`src/rtl/cipher_seq_ctrl.sv`:
```
// Sequencer between the serial input taker and an iterative round-based cipher core:
// gathers one block/key, loads the core, steps it ROUNDS times, and offers the result.
module cipher_seq_ctrl #(
    parameter int ROUNDS  = 32,
    parameter int TIMEOUT = 64,
    parameter int DATA_W  = 32,
    parameter int KEY_W   = 64,
    localparam int RW     = (ROUNDS > 1) ? $clog2(ROUNDS) : 1,
    localparam int TW     = (TIMEOUT > 1) ? $clog2(TIMEOUT) : 1
) (
    input  logic              clk,
    input  logic              reset,
    input  logic              req,
    output logic              busy,
    output logic              taker_start,
    input  logic              taker_done,
    input  logic [DATA_W-1:0] taker_data,
    input  logic [KEY_W-1:0]  taker_key,
    output logic              core_load,
    output logic [DATA_W-1:0] core_data,
    output logic [KEY_W-1:0]  core_key,
    output logic              core_round_en,
    output logic [RW-1:0]     core_round,
    input  logic [DATA_W-1:0] core_result,
    output logic              res_valid,
    input  logic              res_ready,
    output logic [DATA_W-1:0] res_data,
    output logic              err,
    input  logic              err_clr,
    output logic [15:0]       blk_cnt,
    output logic [2:0]        state_dbg
);

    typedef enum logic [2:0] {
        S_IDLE   = 3'd0,
        S_START  = 3'd1,
        S_GATHER = 3'd2,
        S_LOAD   = 3'd3,
        S_RUN    = 3'd4,
        S_CAPT   = 3'd5,
        S_HOLD   = 3'd6
    } state_t;

    localparam logic [RW-1:0] RND_LAST = RW'(ROUNDS - 1);
    localparam logic [TW-1:0] TMR_LAST = TW'(TIMEOUT - 1);

    state_t        state;
    logic [TW-1:0] timer;
    logic [RW-1:0] rnd;
    logic          timeout;

    // A late taker_done on the final GATHER cycle still wins over the timeout.
    assign timeout = (state == S_GATHER) && !taker_done && (timer == TMR_LAST);

    assign busy          = (state != S_IDLE);
    assign taker_start   = (state == S_START);
    assign core_load     = (state == S_LOAD);
    assign core_round_en = (state == S_RUN);
    assign core_round    = rnd;
    assign state_dbg     = state;

    // Result handshake: res_data is stable while res_valid is high; the block is
    // delivered on the cycle both res_valid and res_ready are high, never withdrawn.
    always_ff @(posedge clk) begin
        if (reset) begin
            state     <= S_IDLE;
            timer     <= '0;
            rnd       <= '0;
            core_data <= '0;
            core_key  <= '0;
            res_data  <= '0;
            res_valid <= 1'b0;
            err       <= 1'b0;
            blk_cnt   <= '0;
        end else begin
            if (timeout)
                err <= 1'b1;
            else if (err_clr)
                err <= 1'b0;

            case (state)
                S_IDLE: begin
                    if (req)
                        state <= S_START;
                end
                S_START: begin
                    timer <= '0;
                    state <= S_GATHER;
                end
                S_GATHER: begin
                    if (taker_done) begin
                        core_data <= taker_data;
                        core_key  <= taker_key;
                        state     <= S_LOAD;
                    end else if (timer == TMR_LAST) begin
                        state <= S_IDLE;
                    end else begin
                        timer <= timer + 1'b1;
                    end
                end
                S_LOAD: begin
                    rnd   <= '0;
                    state <= S_RUN;
                end
                S_RUN: begin
                    if (rnd == RND_LAST)
                        state <= S_CAPT;
                    else
                        rnd <= rnd + 1'b1;
                end
                S_CAPT: begin
                    res_data  <= core_result;
                    res_valid <= 1'b1;
                    state     <= S_HOLD;
                end
                S_HOLD: begin
                    if (res_ready) begin
                        res_valid <= 1'b0;
                        blk_cnt   <= blk_cnt + 16'd1;
                        state     <= S_IDLE;
                    end
                end
                default: state <= S_IDLE;
            endcase
        end
    end

endmodule
```
`config.mk`:
```
export PLATFORM = sky130hd
export DESIGN_NAME = cipher_seq_ctrl
export DESIGN_NICKNAME = d
export VERILOG_FILES = /design/src/rtl/cipher_seq_ctrl.sv
export SDC_FILE = /design/constraint.sdc
export NUM_CORES = 1
export LEC_CHECK = 0
export ABC_AREA = 0
export BUFFER_PORTS_ARGS = -buffer_cell sky130_fd_sc_hd__buf_2
export CAP_MARGIN = 25
export CELL_PAD_IN_SITES_DETAIL_PLACEMENT = 1
export CELL_PAD_IN_SITES_GLOBAL_PLACEMENT = 1
export CORE_UTILIZATION = 34
export CTS_CLUSTER_DIAMETER = 40
export CTS_CLUSTER_SIZE = 16
export DETAILED_ROUTE_END_ITERATION = 7
export PLACE_DENSITY_LB_ADDON = 0.1
export SLEW_MARGIN = 20
export SYNTH_ARGS = -nofsm -noshare
export SYNTH_HDL_FRONTEND = slang
export SYNTH_SLANG_ARGS = --single-unit
export TNS_END_PERCENT = 1
```
`constraint.sdc`:
```
create_clock -name clk -period 2.6 [get_ports clk]
set_input_delay 0.65 -clock clk [delete_from_list [all_inputs] [get_ports clk]]
set_output_delay 0.65 -clock clk [all_outputs]
set_load 0.02 [all_outputs]
```
## Word level (Yosys, flattened, before mapping)

Cells that the tools add are included.

- Output and inout bits: 158
- Logic and storage cells: 57
- Input port bits: 134
- Flip-flop bits (word level): 160

- Muxes and demuxes: 15
- Add/sub/neg operators: 3
- Eq/ne operators: 15
- Reduce and logical (&&, ||, !) cells: 15

Operator list:

| cell | number |
|---|---|
| case mux 3 bit (7 select lines) | 1 |
| adder 16 x 1 -> 16 bit (second input constant) | 1 |
| two-way mux 3 bit | 5 |
| two-way mux 6 bit | 2 |
| case mux 6 bit (2 select lines) | 1 |
| != test 2 bit (second input constant) | 5 |
| case mux 5 bit (2 select lines) | 1 |
| == test 3 bit (second input constant) | 3 |
| AND reduction 2 bit | 4 |
| nonzero test 2 bit | 4 |
| adder 6 x 1 -> 6 bit (second input constant) | 1 |
| == test 3 x 2 -> 1 bit (second input constant) | 2 |
| == test 6 bit (second input constant) | 1 |
| adder 5 x 1 -> 5 bit (second input constant) | 1 |
| == test 5 bit (second input constant) | 1 |
| two-way mux 5 bit | 1 |
| AND reduction 4 bit | 1 |
| == test 3 x 1 -> 1 bit (second input constant) | 1 |
| zero test 3 bit | 1 |
| two-way mux 1 bit | 3 |
| != test 3 x 2 -> 1 bit (second input constant) | 1 |
| AND reduction 3 bit | 1 |
| nonzero test 3 bit | 1 |
| logical AND 1 bit | 2 |
| other kinds (3) | 3 |

## Longest topological paths before layout

Gate-level depths: netlist (run 1).

- Word-level depth: 4
- Mapped depth: 7
- Mapped depth without buffers: 7

## Least setup slack after synthesis (run 1)

No wires, ideal clock.

- Kind: register to output
- Start point: register state[2], in the netlist state_dbg[2]
- End point: output port core_round_en
- Cell stages (with the launch flop): 4
- Slack: 0.641 ns
- Buffers on the path: 1
- Arrival time: 1.309 ns
- Cell sequence: dfxtp_1 -> buf_2 -> inv_1 -> nor3_1

- Word-level cells in the longest chain between the ends: 1

Ends and longest elaborated chain:

| element | line | RTL |
|---|---|---|
| start, declared | 47 | `state_t state;` |
| start signal, assigned | 66 | `state <= S_IDLE;` |
| start signal, assigned | 84 | `state <= S_START;` |
| start signal, assigned | 88 | `state <= S_GATHER;` |
| == test 3 bit | 58 | `assign core_round_en = (state == S_RUN);` |
| end, declared | 22 | `output logic core_round_en,` |

No other way between the ends.

## Worst setup path after layout (run 1)

- Start point: register state[0], in the netlist state_dbg[0]
- End point: output port taker_start

- Word-level cells in the longest chain between the ends: 1

Ends and longest elaborated chain:

| element | line | RTL |
|---|---|---|
| == test 3 x 1 -> 1 bit | 56 | `assign taker_start = (state == S_START);` |
| end, declared | 15 | `output logic taker_start,` |

No other way between the ends.

==> metrics, run 1 <==
CP top delay family flip-flops; Final min period 2.44 ns; initial detailed-routing violation count 228; DRC viols 0; largest stage delay on the critical path 0.57 ns; Finished Core Util 0.493; upper clock frequency limit 409 MHz; Placed Area 7600 µm²; number of global-route vias before repair 5,831; largest cells by area after synthesis dfxtp_1 54%, nand2_1 17%, a21oi_1 12%, clkbuf_1 2.6%, nor2_1 1.2%; die area 17,900 µm²; GPL Wtd Cong 0.724; Seq/Total Area, Yosys 0.542; Int Power 4.61 mW; CTS buffer count 17; Cell Chain, Critical Path nand2b_1, nand2b_1, inv_1, buf_2; fin nets 1,150; H-tree depth 4; Worst Skew 0.00869 ns; Reg2Reg Depth 7; Avg WL per Cell 15.3 µm; EDFF count, synth 0; Placeable Area 16,800 µm²; hold path cells 2; Overall Power 6.25 mW; post-route antenna net violation count 0; CTS tree yes; most frequent cells in the layout 290 x buf_2, 269 x nand2_1, 159 x dfxtp_1; # setup viols final 0; critical path required time 1.95 ns; total number of vias 5,924; commonest non-fill, non-tap cell in the layout buf_2; Net Count, Synth 879; Buf/Inv on CP 2; Initial Util 0.353; drt via density 4.76; # IOs 292; Worst Tran Pin Value 0.551 ns; layout cell share with drive strength beyond 1 0.337; GRT Util Overall 0.212; combinational power share 0.131; number of max-cap violations 0; final setup TNS 0 ns; total gr overflow 0; Max FO, Critical Path 13; Ys Warns 0; FF+latch count, synth 160; WL final 19,000 µm; critical path data arrival time 1.79 ns; Avg Inst Size Synth 7.98 µm²; CTS max path bufs 2; run status finished, final reports clean; initial antenna violation count 3; # port buffers 291; sw frac 0.262; Stages on worst setup path 4; setup bufs post-CTS 0; Crit path top cell by count nand2b_1; largest area contributor in the netlist dfxtp_1; largest net degree at the start of global routing 91; register share of total power 0.422; Synth Instances 741; CP startpoint kind flip-flop; Tcrit/Tclk final 0.940; Leak 3.64 nW; Die H 134 µm; most common flop cell mapped by yosys dfxtp_1; max_slew headroom 0.633; Yosys top cell area share 0.542; fin area 8260 µm²; P_sw 1.64 mW; Worst-Skew Late Latency 0.42 ns; worst hold path class flip-flop to flip-flop; element type at the critical path end output port; Hold Vio Cnt, Final 0; RSZ-0062 raised after global routing no; Clk pwr share 0.447; asr flop ratio synth 0; CP Class flip-flop to output port; TritonCTS Sinks 160; Die Width 134 µm; CP max-delay cell dfxtp_1; post-synthesis cell area 5910 µm²; count of different cell masters after synthesis 42; global-route wire length before repair 29,800 µm; drt pass-1 iters 4; num rows 47; VDD IR-drop max 0.457 mV; pwr dens 757 nW/µm²; max-slew violations 0; Root Driver clkbuf_16; clk slew on worst S/H paths 0.06 ns; Area Growth Syn to Fin 39.7%; post-detail-place hpwl 13,400 µm
==> cell usage after synthesis, types with 3 or more instances <==
cell type,instances
a21oi_1,145
nand4b_1,3
inv_1,5
nor2_1,19
nor3_1,8
nand2_1,270
or3_1,5
nand4_1,6
and3_1,3
nand3_1,14
clkbuf_1,41
buf_2,7
o21ai_0,7
ha_1,4
xor2_1,8
dfxtp_1,160
==> layout make-up <==
class	count	area, µm²
Antenna cell	1	2.50
Clock inverter	12	209
Inverter	5	18.8
Timing Repair Buffer	303	1610
Fill cell	2116	8500
Tap cell	220	275
Clock buffer	19	453
Sequential cell	160	3200
Multi-Input combinational cell	525	2490
==> tightest hold or removal path: stages (launching register included) <==
cell	delay, ns
dfxtp_1	0.30
nand2_1	0.05
a21oi_1	0.05
==> power by group through the flow <==
stage | registers (mW) | logic (mW) | clock network (mW)
2_1_floorplan | 2.81 | 0.360 | 0
3_3_place_gp | 2.69 | 0.824 | 0
3_5_place_dp | 2.69 | 0.830 | 0
4_1_cts | 2.64 | 0.837 | 2.87
5_1_grt | 2.66 | 0.898 | 2.94
6_report | 2.64 | 0.820 | 2.79
==> state kept, by name, summed over array words and instances, names as in the netlist <==
signal and cells:
core_data 32, core_round 5, state_dbg 3, blk_cnt 16, res_valid 1, timer 6, err 1, core_key 64
res_data 32
==> final timing paths <==
kind	startpoint	slack, ns	endpoint
setup / recovery	state_dbg[0]$_SDFFE_PP0P_	0.16	taker_start
hold / removal	core_key[5]$_SDFFE_PP0P_	0.45	core_key[5]$_SDFFE_PP0P_
setup reg to reg	core_round[0]$_SDFFE_PP0P_	0.64	core_round[3]$_SDFFE_PP0P_
hold reg to reg	core_key[5]$_SDFFE_PP0P_	0.45	core_key[5]$_SDFFE_PP0P_
==> kinds of logic after synthesis <==
kind of cell,share of synthesized area
adders and majority gates,0.00847
DFF,0.542
xor gates and xnor gates,0.0148
muxes,0.00720
buffers and inverters,0.0396
AOI/OAI and AO/OA,0.141
and+or+nand+nor,0.247
==> what timing repair did <==
item | in CTS | in global routing
hold buffers | 0 | 0
setup endpoints to repair | 0 | 1
gates resized for setup | 0 | 1
==> routing by layer <==
layer  part of all wire  GRT usage  vias up
li1                   -          -     2981
met1               0.40      0.236     2730
met2               0.48      0.362      187
met3              0.097     0.0854       22
met4              0.016     0.0770        4
met5             0.0016          0        -
==> through the flow <==
| step | instances | setup slack, ns | hold WS [ns] |
|---|---|---|---|
| CTS | 1244 | 0.0825 | 0.442 |
| global route | 1245 | 0.0000302 | 0.453 |
| finish | 1245 | 0.156 | 0.448 |
| detailed placement | 1213 | 0.582 | 0.444 |
| floorplan | 741 | 0.641 | 0.465 |
| global placement | 1213 | 0.614 | 0.439 |
No activity file was read; power rests on OpenSTA's default activity.
==> run 2: changes to the inputs <==
- MAX_ROUTING_LAYER: default -> met4
==> run 2 against run 1 <==
Net effect:
- setup slack better by 0.052 ns
- sequential share of layout area about the same
- count of clock-buffer cells in the layout unchanged
- maximum frequency up 2.2%
- power about the same
- worst hold slack about the same
- wire length up 0.12%
- cell area about the same
- non-clock buffer count unchanged
- critical endpoint unchanged
- highest routed layer is now met4
==> metrics, run 2 (synthesis gave the netlist of run 1 again) <==
CTS buffer count 17; Int Power 4.61 mW; pwr dens 757 nW/µm²; Crit path top cell by count inv_1; Die Width 134 µm; sw frac 0.263; Initial Util 0.353; Worst-Skew Late Latency 0.42 ns; Area Growth Syn to Fin 39.9%; RSZ-0062 raised after global routing no; initial detailed-routing violation count 226; initial antenna violation count 3; max-slew violations 0; drt pass-1 iters 4; hold path cells 2; worst hold path class flip-flop to flip-flop; total number of vias 5,924; Overall Power 6.26 mW; # port buffers 291; VDD IR-drop max 0.459 mV; element type at the critical path end output port; Hold Crit Start core_key[5]$_SDFFE_PP0P_; register share of total power 0.422; CTS max path bufs 2; hold-fix buffer count after cts 0; Worst Tran Pin Value 0.553 ns; clk slew on worst S/H paths 0.06 ns; Final min period 2.39 ns; Placeable Area 16,800 µm²; CP Class flip-flop to output port; fin nets 1,150; Hold Path Sink core_key[5]$_SDFFE_PP0P_; CTS tree yes; largest net degree at the start of global routing 91; Buf/Inv on CP 3; GPL Wtd Cong 0.733; Max FO, Critical Path 14; TritonCTS Sinks 160; total gr overflow 0; number of max-cap violations 0; combinational power share 0.131; DRC viols 0; FF-to-FF Start core_round[0]$_SDFFE_PP0P_; H-tree depth 4; Top Registers core_key (64), core_data (32), res_data (32); largest stage delay on the critical path 0.59 ns; upper clock frequency limit 418 MHz; global-route wire length before repair 29,800 µm; Root Driver clkbuf_16; post-detail-place hpwl 13,400 µm; number of global-route vias before repair 5,843; critical path required time 1.95 ns; GRT Util Overall 0.218; Cell Chain, Critical Path inv_1, nand2b_1, inv_1, buf_2; P_sw 1.64 mW; WL final 19,000 µm; CP top delay family flip-flops; drt via density 4.75; num rows 47; critical path data arrival time 1.74 ns; # setup viols final 0; Leak 3.64 nW; Clk pwr share 0.447; Hold Vio Cnt, Final 0; post-route antenna net violation count 0; most flop-heavy register core_key; CP startpoint kind flip-flop; CP max-delay cell dfxtp_1; run status finished, final reports clean; Die H 134 µm; r2r endpoint core_round[3]$_SDFFE_PP0P_; Avg WL per Cell 15.3 µm; Tcrit/Tclk final 0.920; commonest non-fill, non-tap cell in the layout buf_2; # IOs 292; die area 17,900 µm²; Worst Skew 0.00718 ns; layout cell share with drive strength beyond 1 0.338; setup bufs post-CTS 0; Largest register FFs 64; final setup TNS 0 ns; flop-to-flop setup slack 0.64 ns; most frequent cells in the layout 290 x buf_2, 269 x nand2_1, 158 x dfxtp_1; Reg2Reg Depth 7; max_slew headroom 0.631
[run 2: changes by cell type in the layout (fill, tap and decap cells not counted), sizes merged]
cell / delta
diode: +2
[run 2: tightest hold or removal path: cells and delay by family (launching register included)]
kind	cells	cell delay (ns)
DFF	1	0.30
AOI/OAI and AO/OA	1	0.05
and+or+nand+nor	1	0.05
[run 2: timing repair]
item                       4_1_cts  5_1_grt
hold endpoints to repair         0        0
resized for setup                0        2
setup endpoints to repair        0        1
[run 2: worst max path at each step]
stage,startpoint,endpoint,slack [ns],cells past startpoint
finish,state_dbg[2]$_SDFFE_PP0P_,taker_start,0.21,4
global route,state_dbg[2]$_SDFFE_PP0P_,taker_start,0.10,4
CTS,state_dbg[1]$_SDFFE_PP0P_,taker_start,0.08,4
detailed placement,state_dbg[1]$_SDFFE_PP0P_,taker_start,0.58,4
global placement,state_dbg[1]$_SDFFE_PP0P_,taker_start,0.61,4
floorplan,state_dbg[2]$_SDFFE_PP0P_,core_round_en,0.64,3
[run 2: final cells by class]
| cell class | count | area, µm² |
|---|---|---|
| well taps | 220 | 275 |
| clock buffers | 19 | 453 |
| repair buffers | 303 | 1610 |
| fillers | 2116 | 8490 |
| multi-input cells | 525 | 2490 |
| clock inverters | 12 | 209 |
| diodes | 3 | 7.51 |
| flip-flops and latches | 160 | 3210 |
| inverters | 5 | 18.8 |
[run 2: power by group through the flow]
stage               Clock [mW]  Sequential (mW)  Combinational [mW]
floorplan                    0             2.81               0.360
global placement             0             2.69               0.824
detailed placement           0             2.69               0.830
CTS                       2.87             2.64               0.837
global route              2.95             2.66               0.897
finish                    2.80             2.64               0.819
[run 2: layer usage]
metal	share of wire	track usage	vias to the layer above
met5	0	-	-
met4	0.015	0.0770	0
met3	0.089	0.0741	18
met2	0.49	0.360	188
met1	0.41	0.245	2735
li1	-	-	2983
[run 2: through the flow]
step,utilization,setup slack [ns],area (µm²),hold WS (ns),std cells
2_1_floorplan,-,0.641,5910,0.465,741
3_3_place_gp,0.453,0.614,7600,0.439,1213
3_5_place_dp,0.453,0.582,7600,0.444,1213
4_1_cts,0.493,0.0825,8260,0.442,1244
5_1_grt,0.493,0.103,8270,0.452,1247
6_report,0.493,0.208,8270,0.448,1247
